$ cat src/rtl/jzjpcc_pkg.sv
// Shared constants and types for the jzjpcc decode/execute boundary.
package jzjpcc_pkg;

    localparam logic [4:0] OPCODE_LOAD = 5'b00000;
    localparam logic [4:0] NOP_RD      = 5'd0;

    typedef struct packed {
        logic        valid;
        logic [4:0]  addr;
        logic [31:0] data;
    } fwd_src_t;

endpackage

$ cat src/rtl/jzjpcc_forwardMux.sv
// Resolves one source operand: youngest matching forwarding source wins,
// otherwise register file data; x0 always reads zero.
module jzjpcc_forwardMux
    import jzjpcc_pkg::*;
#(
    parameter int NUM_FWD = 2
) (
    input  logic [4:0]                 i_rsAddr,
    input  logic [31:0]                i_regData,
    input  fwd_src_t [NUM_FWD-1:0]     i_src,
    output logic [31:0]                o_data
);

    // Walk from oldest to youngest so the lowest index overrides last.
    always_comb begin
        o_data = i_regData;
        for (int i = NUM_FWD - 1; i >= 0; i--) begin
            if (i_src[i].valid && (i_src[i].addr == i_rsAddr))
                o_data = i_src[i].data;
        end
        if (i_rsAddr == 5'd0)
            o_data = 32'd0;
    end

endmodule

$ cat src/rtl/jzjpcc_decode_hazard.sv
// Decode-to-execute register with operand bypass, load-use bubble insertion,
// downstream hold, flush and a saturating stall counter.
module jzjpcc_decode_hazard
    import jzjpcc_pkg::*;
#(
    parameter int PC_MAX_B = 31,
    parameter int NUM_FWD  = 2,
    parameter int CNT_W    = 16
) (
    input  logic                      clock,
    input  logic                      reset,
    input  logic [31:2]               instruction_decode,
    input  logic [PC_MAX_B:2]         currentPC_decode,
    input  logic                      valid_decode,
    output logic [4:0]                rs1Addr_decode,
    output logic [4:0]                rs2Addr_decode,
    input  logic [31:0]               rs1_decode,
    input  logic [31:0]               rs2_decode,
    input  logic [NUM_FWD-1:0]        fwdValid,
    input  logic [NUM_FWD-1:0][4:0]   fwdAddr,
    input  logic [NUM_FWD-1:0][31:0]  fwdData,
    input  logic                      holdExecute,
    input  logic                      flush_execute,
    output logic                      stall_decode,
    output logic [31:2]               instruction_execute,
    output logic [PC_MAX_B:2]         currentPC_execute,
    output logic [31:0]               rs1_execute,
    output logic [31:0]               rs2_execute,
    output logic [4:0]                rdAddr_execute,
    output logic                      valid_execute,
    output logic                      isLoad_execute,
    output logic [CNT_W-1:0]          stallCount
);

    logic [31:2]           r_instr;
    logic [PC_MAX_B:2]     r_pc;
    logic [31:0]           r_rs1;
    logic [31:0]           r_rs2;
    logic [4:0]            r_rd;
    logic                  r_valid;
    logic                  r_isLoad;
    logic [CNT_W-1:0]      r_cnt;

    fwd_src_t [NUM_FWD-1:0] w_src;
    logic [31:0]           w_rs1;
    logic [31:0]           w_rs2;
    logic                  w_loadUse;
    logic                  w_isLoadDec;
    logic [4:0]            w_rdDec;

    assign rs1Addr_decode = instruction_decode[19:15];
    assign rs2Addr_decode = instruction_decode[24:20];
    assign w_isLoadDec    = (instruction_decode[6:2] == OPCODE_LOAD);
    assign w_rdDec        = valid_decode ? instruction_decode[11:7] : NOP_RD;

    always_comb begin
        w_src = '0;
        for (int i = 0; i < NUM_FWD; i++) begin
            w_src[i].valid = fwdValid[i];
            w_src[i].addr  = fwdAddr[i];
            w_src[i].data  = fwdData[i];
        end
    end

    jzjpcc_forwardMux #(.NUM_FWD(NUM_FWD)) u_fwd_rs1 (
        .i_rsAddr  (rs1Addr_decode),
        .i_regData (rs1_decode),
        .i_src     (w_src),
        .o_data    (w_rs1)
    );

    jzjpcc_forwardMux #(.NUM_FWD(NUM_FWD)) u_fwd_rs2 (
        .i_rsAddr  (rs2Addr_decode),
        .i_regData (rs2_decode),
        .i_src     (w_src),
        .o_data    (w_rs2)
    );

    // Both rs fields are compared regardless of format; a spurious match only
    // costs one bubble.
    assign w_loadUse = r_valid && r_isLoad && (r_rd != NOP_RD) && valid_decode &&
                       ((r_rd == rs1Addr_decode) || (r_rd == rs2Addr_decode));

    assign stall_decode = w_loadUse || holdExecute;

    always_ff @(posedge clock or posedge reset) begin
        if (reset) begin
            r_instr  <= '0;
            r_pc     <= '0;
            r_rs1    <= '0;
            r_rs2    <= '0;
            r_rd     <= NOP_RD;
            r_valid  <= 1'b0;
            r_isLoad <= 1'b0;
        end else if (flush_execute) begin
            r_instr  <= instruction_decode;
            r_pc     <= currentPC_decode;
            r_rs1    <= w_rs1;
            r_rs2    <= w_rs2;
            r_rd     <= NOP_RD;
            r_valid  <= 1'b0;
            r_isLoad <= w_isLoadDec;
        end else if (!holdExecute) begin
            if (w_loadUse) begin
                r_rd     <= NOP_RD;
                r_valid  <= 1'b0;
                r_isLoad <= 1'b0;
            end else begin
                r_instr  <= instruction_decode;
                r_pc     <= currentPC_decode;
                r_rs1    <= w_rs1;
                r_rs2    <= w_rs2;
                r_rd     <= w_rdDec;
                r_valid  <= valid_decode;
                r_isLoad <= w_isLoadDec;
            end
        end
    end

    always_ff @(posedge clock or posedge reset) begin
        if (reset)
            r_cnt <= '0;
        else if (stall_decode && (r_cnt != {CNT_W{1'b1}}))
            r_cnt <= r_cnt + 1'b1;
    end

    assign instruction_execute = r_instr;
    assign currentPC_execute   = r_pc;
    assign rs1_execute         = r_rs1;
    assign rs2_execute         = r_rs2;
    assign rdAddr_execute      = r_rd;
    assign valid_execute       = r_valid;
    assign isLoad_execute      = r_isLoad;
    assign stallCount          = r_cnt;

endmodule

$ cat config.mk
export PLATFORM = sky130hd
export DESIGN_NAME = jzjpcc_decode_hazard
export DESIGN_NICKNAME = d
export VERILOG_FILES = /design/src/rtl/jzjpcc_pkg.sv /design/src/rtl/jzjpcc_forwardMux.sv /design/src/rtl/jzjpcc_decode_hazard.sv
export SDC_FILE = /design/constraint.sdc
export NUM_CORES = 1
export LEC_CHECK = 0
export ABC_CLOCK_PERIOD_IN_PS = 4100
export CAP_MARGIN = 20
export CORE_UTILIZATION = 25
export CTS_CLUSTER_DIAMETER = 60
export CTS_CLUSTER_SIZE = 8
export DETAILED_ROUTE_END_ITERATION = 16
export SYNTH_ARGS = -nofsm -noshare
export SYNTH_HDL_FRONTEND = slang
export SYNTH_SLANG_ARGS = --single-unit
$ cat constraint.sdc
create_clock -name clock -period 4.1 [get_ports clock]
set_input_delay 0.41 -clock clock [delete_from_list [all_inputs] [get_ports clock]]
set_output_delay 0.41 -clock clock [all_outputs]
set_load 0.02 [all_outputs]
==> impl_results.md <==
- Status: complete, no violations
- Post-CTS setup buffers: 0
- Global-route wire length before repair: roughly 43 mm
- VDD IR max: about 0.23 mV
- Die area: around 31,000 um^2
- I/O Pins: 363
- Die H: between 150 and 200 um
- Max Slew Vio Count: 0
- Hold-fix buffers at CTS: 0
- Slew @ Worst Pin: about 0.84 ns
- Drt first pass iters: 5
- Levels on crit path: 7
- CP max FO: 14
- Layout Utilization: between 40 and 50%
- Multi-input gate area: around 3700 um^2
- CP peak stage delay: 0.61 ns
- Final min period: 3.07 ns
- Hpwl dp: roughly 20 mm
- LEAKAGE: just over 5 nW
- DR iter-0 viols: ~380
- Filler cells: about 3k
- Cell Area, Synth: a little under 8000 um^2
- Die width: between 150 and 200 um
- Synth async-reset ratio: between 90% and 100%
- FF/Latch Area: ~3700 um^2
- Row count: 63
- H-tree depth: 4
- Core ar.: roughly 30,000 um^2
- Vias/cell: 4.73
- Worst slew margin: a little over two fifths
- Cts bufs inserted: 17
- Synth warn: 0
- Crit. End Element: output port
- Power per cell area: about 370 nW/um^2
- RSZ-0062 raised after global routing: false
- Share of cells above drive strength 1: around 17%
- CP Launch Type: input pin
- Starting density of the core: around a quarter
- Max Cap Viol: 0
- Clock slew at reported path FFs: roughly 0.06 ns
- Routed Antenna Nets: 0
- Crit Path Category: in -> out
- Max Clk Rate: 0.326 GHz
- WP buf/inv: 3
- Layout overhead on the synthesized area: 59.5%
- Clock Tree Root: clkbuf_16
- Most used cell, CP: clkdlybuf4s50_1
- Via count: just under 7k
- Mapped Nets: between 900 and 1k
- Max clock buf depth: 2
- Yosys reg bits: 147
- Setup_tns: 0 ns
- Wirelength per Cell: between 15 and 20 um
- Final Wtd Congestion: 0.845
- Post-CTS sizing: 0
- Post-synthesis area per instance: between 10 and 15 um^2
- Library cells used by synthesis: 36
- Ys flop type: dfrtp_1
- CP arrival: 2.66 ns
- Hold Path Stages: 1
- Post-synth EDFFs: 0
- Total Nets Final: about 1.3k
- Final period util: around three quarters
- R2R depth: 7
- PortBufs: 362
- Layout Skew: 0.0104 ns
- Tot GR Track Use: around 18%
- Worst EP required: approximately 3.7 ns
- CTS tree: yes
- Post-synthesis sequential area ratio: a little under half
- DRC viols: 0
- Vias in the first global route: approximately 7.2k
- Grt total ovfl: 0
- Clock Sinks: ~150
- Largest net degree at the start of global routing: approximately 150
- Slowest-stage cell, CP: clkdlybuf4s50_1
- Antenna violations before repair: 1
- Setup violators final: 0
- Final hold vios: 0
- Clk_lat worst skew: between 0.4 and 0.5 ns
- Hold Path Class: reg -> reg
- Cells along the critical path: clkdlybuf4s50_1, xnor2_1, nand2_1, o22ai_4, a21oi_2, inv_1, clkdlybuf4s50_1
- Top delay family on crit path: buffers and inverters
- Cells after Synth: 714
- Post-Route WL: about 28 mm
## cells by family (layout without fill, tap and decap cells)
family	count (synthesis)	count (layout)	synth area share, %
AOI/OAI and AO/OA	145	145	11.5
buffers and inverters	63	415	4.46
and+or+nand+nor	190	190	10.3
adders and majority gates	1	1	0.163
xor gates and xnor gates	42	42	4.79
muxes	126	126	20.9
DFF	147	147	47.9
other	0	1	0
## synth_stat cells (5+ instances only)
library cell,instances,area share (%)
dfrtp_1,147,48
nand2_1,138,6.7
mux2_2,77,11
a31oi_1,64,5.2
o21ai_0,64,4.2
mux2_4,49,9.6
clkbuf_1,28,1.4
xor2_1,25,2.8
xnor2_1,17,1.9
buf_2,13,0.85
nor3_1,12,0.78
nor2_1,11,0.54
buf_4,10,0.98
nand3_1,10,0.65
buf_6,7,1.0
a32o_1,6,0.78
inv_1,5,0.24
nor4_1,5,0.41
## final timing paths
path,start,to,slack [ns]
worst max-delay path,instruction_decode[16],stall_decode,1.03
worst min-delay path,stallCount[9],stallCount[9],0.50
worst max register to register,rdAddr_execute[3],rs1_execute[17],1.37
worst min register to register,stallCount[9],stallCount[9],0.50
max in group asynchronous,reset,currentPC_execute[7],2.90
min in group asynchronous,reset,rs2_execute[2],0.57
## through the flow
step / setup WS, ns / cell area (um^2) / power, mW / instances / hold slack (ns)
floorplan: 1.71 / 7690 / 2.31 / 714 / 0.558
global placement: 0.877 / 11700 / 2.97 / 1425 / 0.486
detailed placement: 0.802 / 11700 / 2.98 / 1425 / 0.487
CTS: 1.02 / 12300 / 4.63 / 1456 / 0.503
global route: 0.856 / 12300 / 4.77 / 1456 / 0.514
finish: 1.03 / 12300 / 4.56 / 1457 / 0.505
## report_power, final
part	switching (mW)	internal, mW	leakage (nW)
Combinational	0.545	0.675	3.09
Clock	0.657	0.957	0.279
Sequential	0.118	1.61	1.74
Total	1.32	3.24	5.11
## per-layer routing
layer  GRT usage [%]  wire [um]  vias to the layer above
met5               0          0                        -
met4            6.02        510                        0
li1                -          -                     3204
met2            29.9      13600                      333
met1            21.7      11600                     3337
met3            5.89       2670                       21
## worst reg2reg max path, stage by stage, from the launching register on
cell and delay [ns]:
dfrtp_1 0.49, xnor2_1 0.18, nand3_1 0.13, o22ai_4 0.12, a21oi_2 0.51, or2_4 0.27
buf_12 0.36, mux2_2 0.55
## cell type report
cell class,instances,share of cell area [%]
tap,390,3.98
antenna,1,0.0204
inverter,5,0.184
clock buffer,19,3.53
sequential,147,30.0
timing repair buffer,379,31.0
multi-input combinational,504,30.0
clock inverter,12,1.29
## layout by cell type, fill, tap and decap left out, drive strengths merged
master         synthesis  routed
a211oi                 1       1
dfrtp                147     147
clkinvlp               0       4
a22o                   1       1
clkdlybuf4s50          0     362
o31a                   1       1
nor2b                  3       3
mux2                 126     126
diode                  0       1
ha                     1       1
or3                    2       2
o21bai                 1       1
a21oi                  4       4
buf                   30      17
nor3b                  1       1
nor2                  11      11
nand3                 10      10
or2                    1       1
and2                   1       1
a32o                   6       6
clkinv                 0       5
nor4                   5       5
xor2                  25      25
a2bb2oi                1       1
inv                    5       5
and3                   3       3
nand2                138     138
nand4                  3       3
nor3                  12      12
xnor2                 17      17
o22ai                  1       1
bufinv                 0       3
o21ai                 64      64
a31oi                 65      65
clkbuf                28      19
## registers in the layout (all words and copies together), names as in the netlist
name	cells
currentPC_execute	30
instruction_execute	30
isLoad_execute	1
rdAddr_execute	5
rs1_execute	32
rs2_execute	32
stallCount	16
valid_execute	1
No activity file was read; power rests on OpenSTA's default activity.
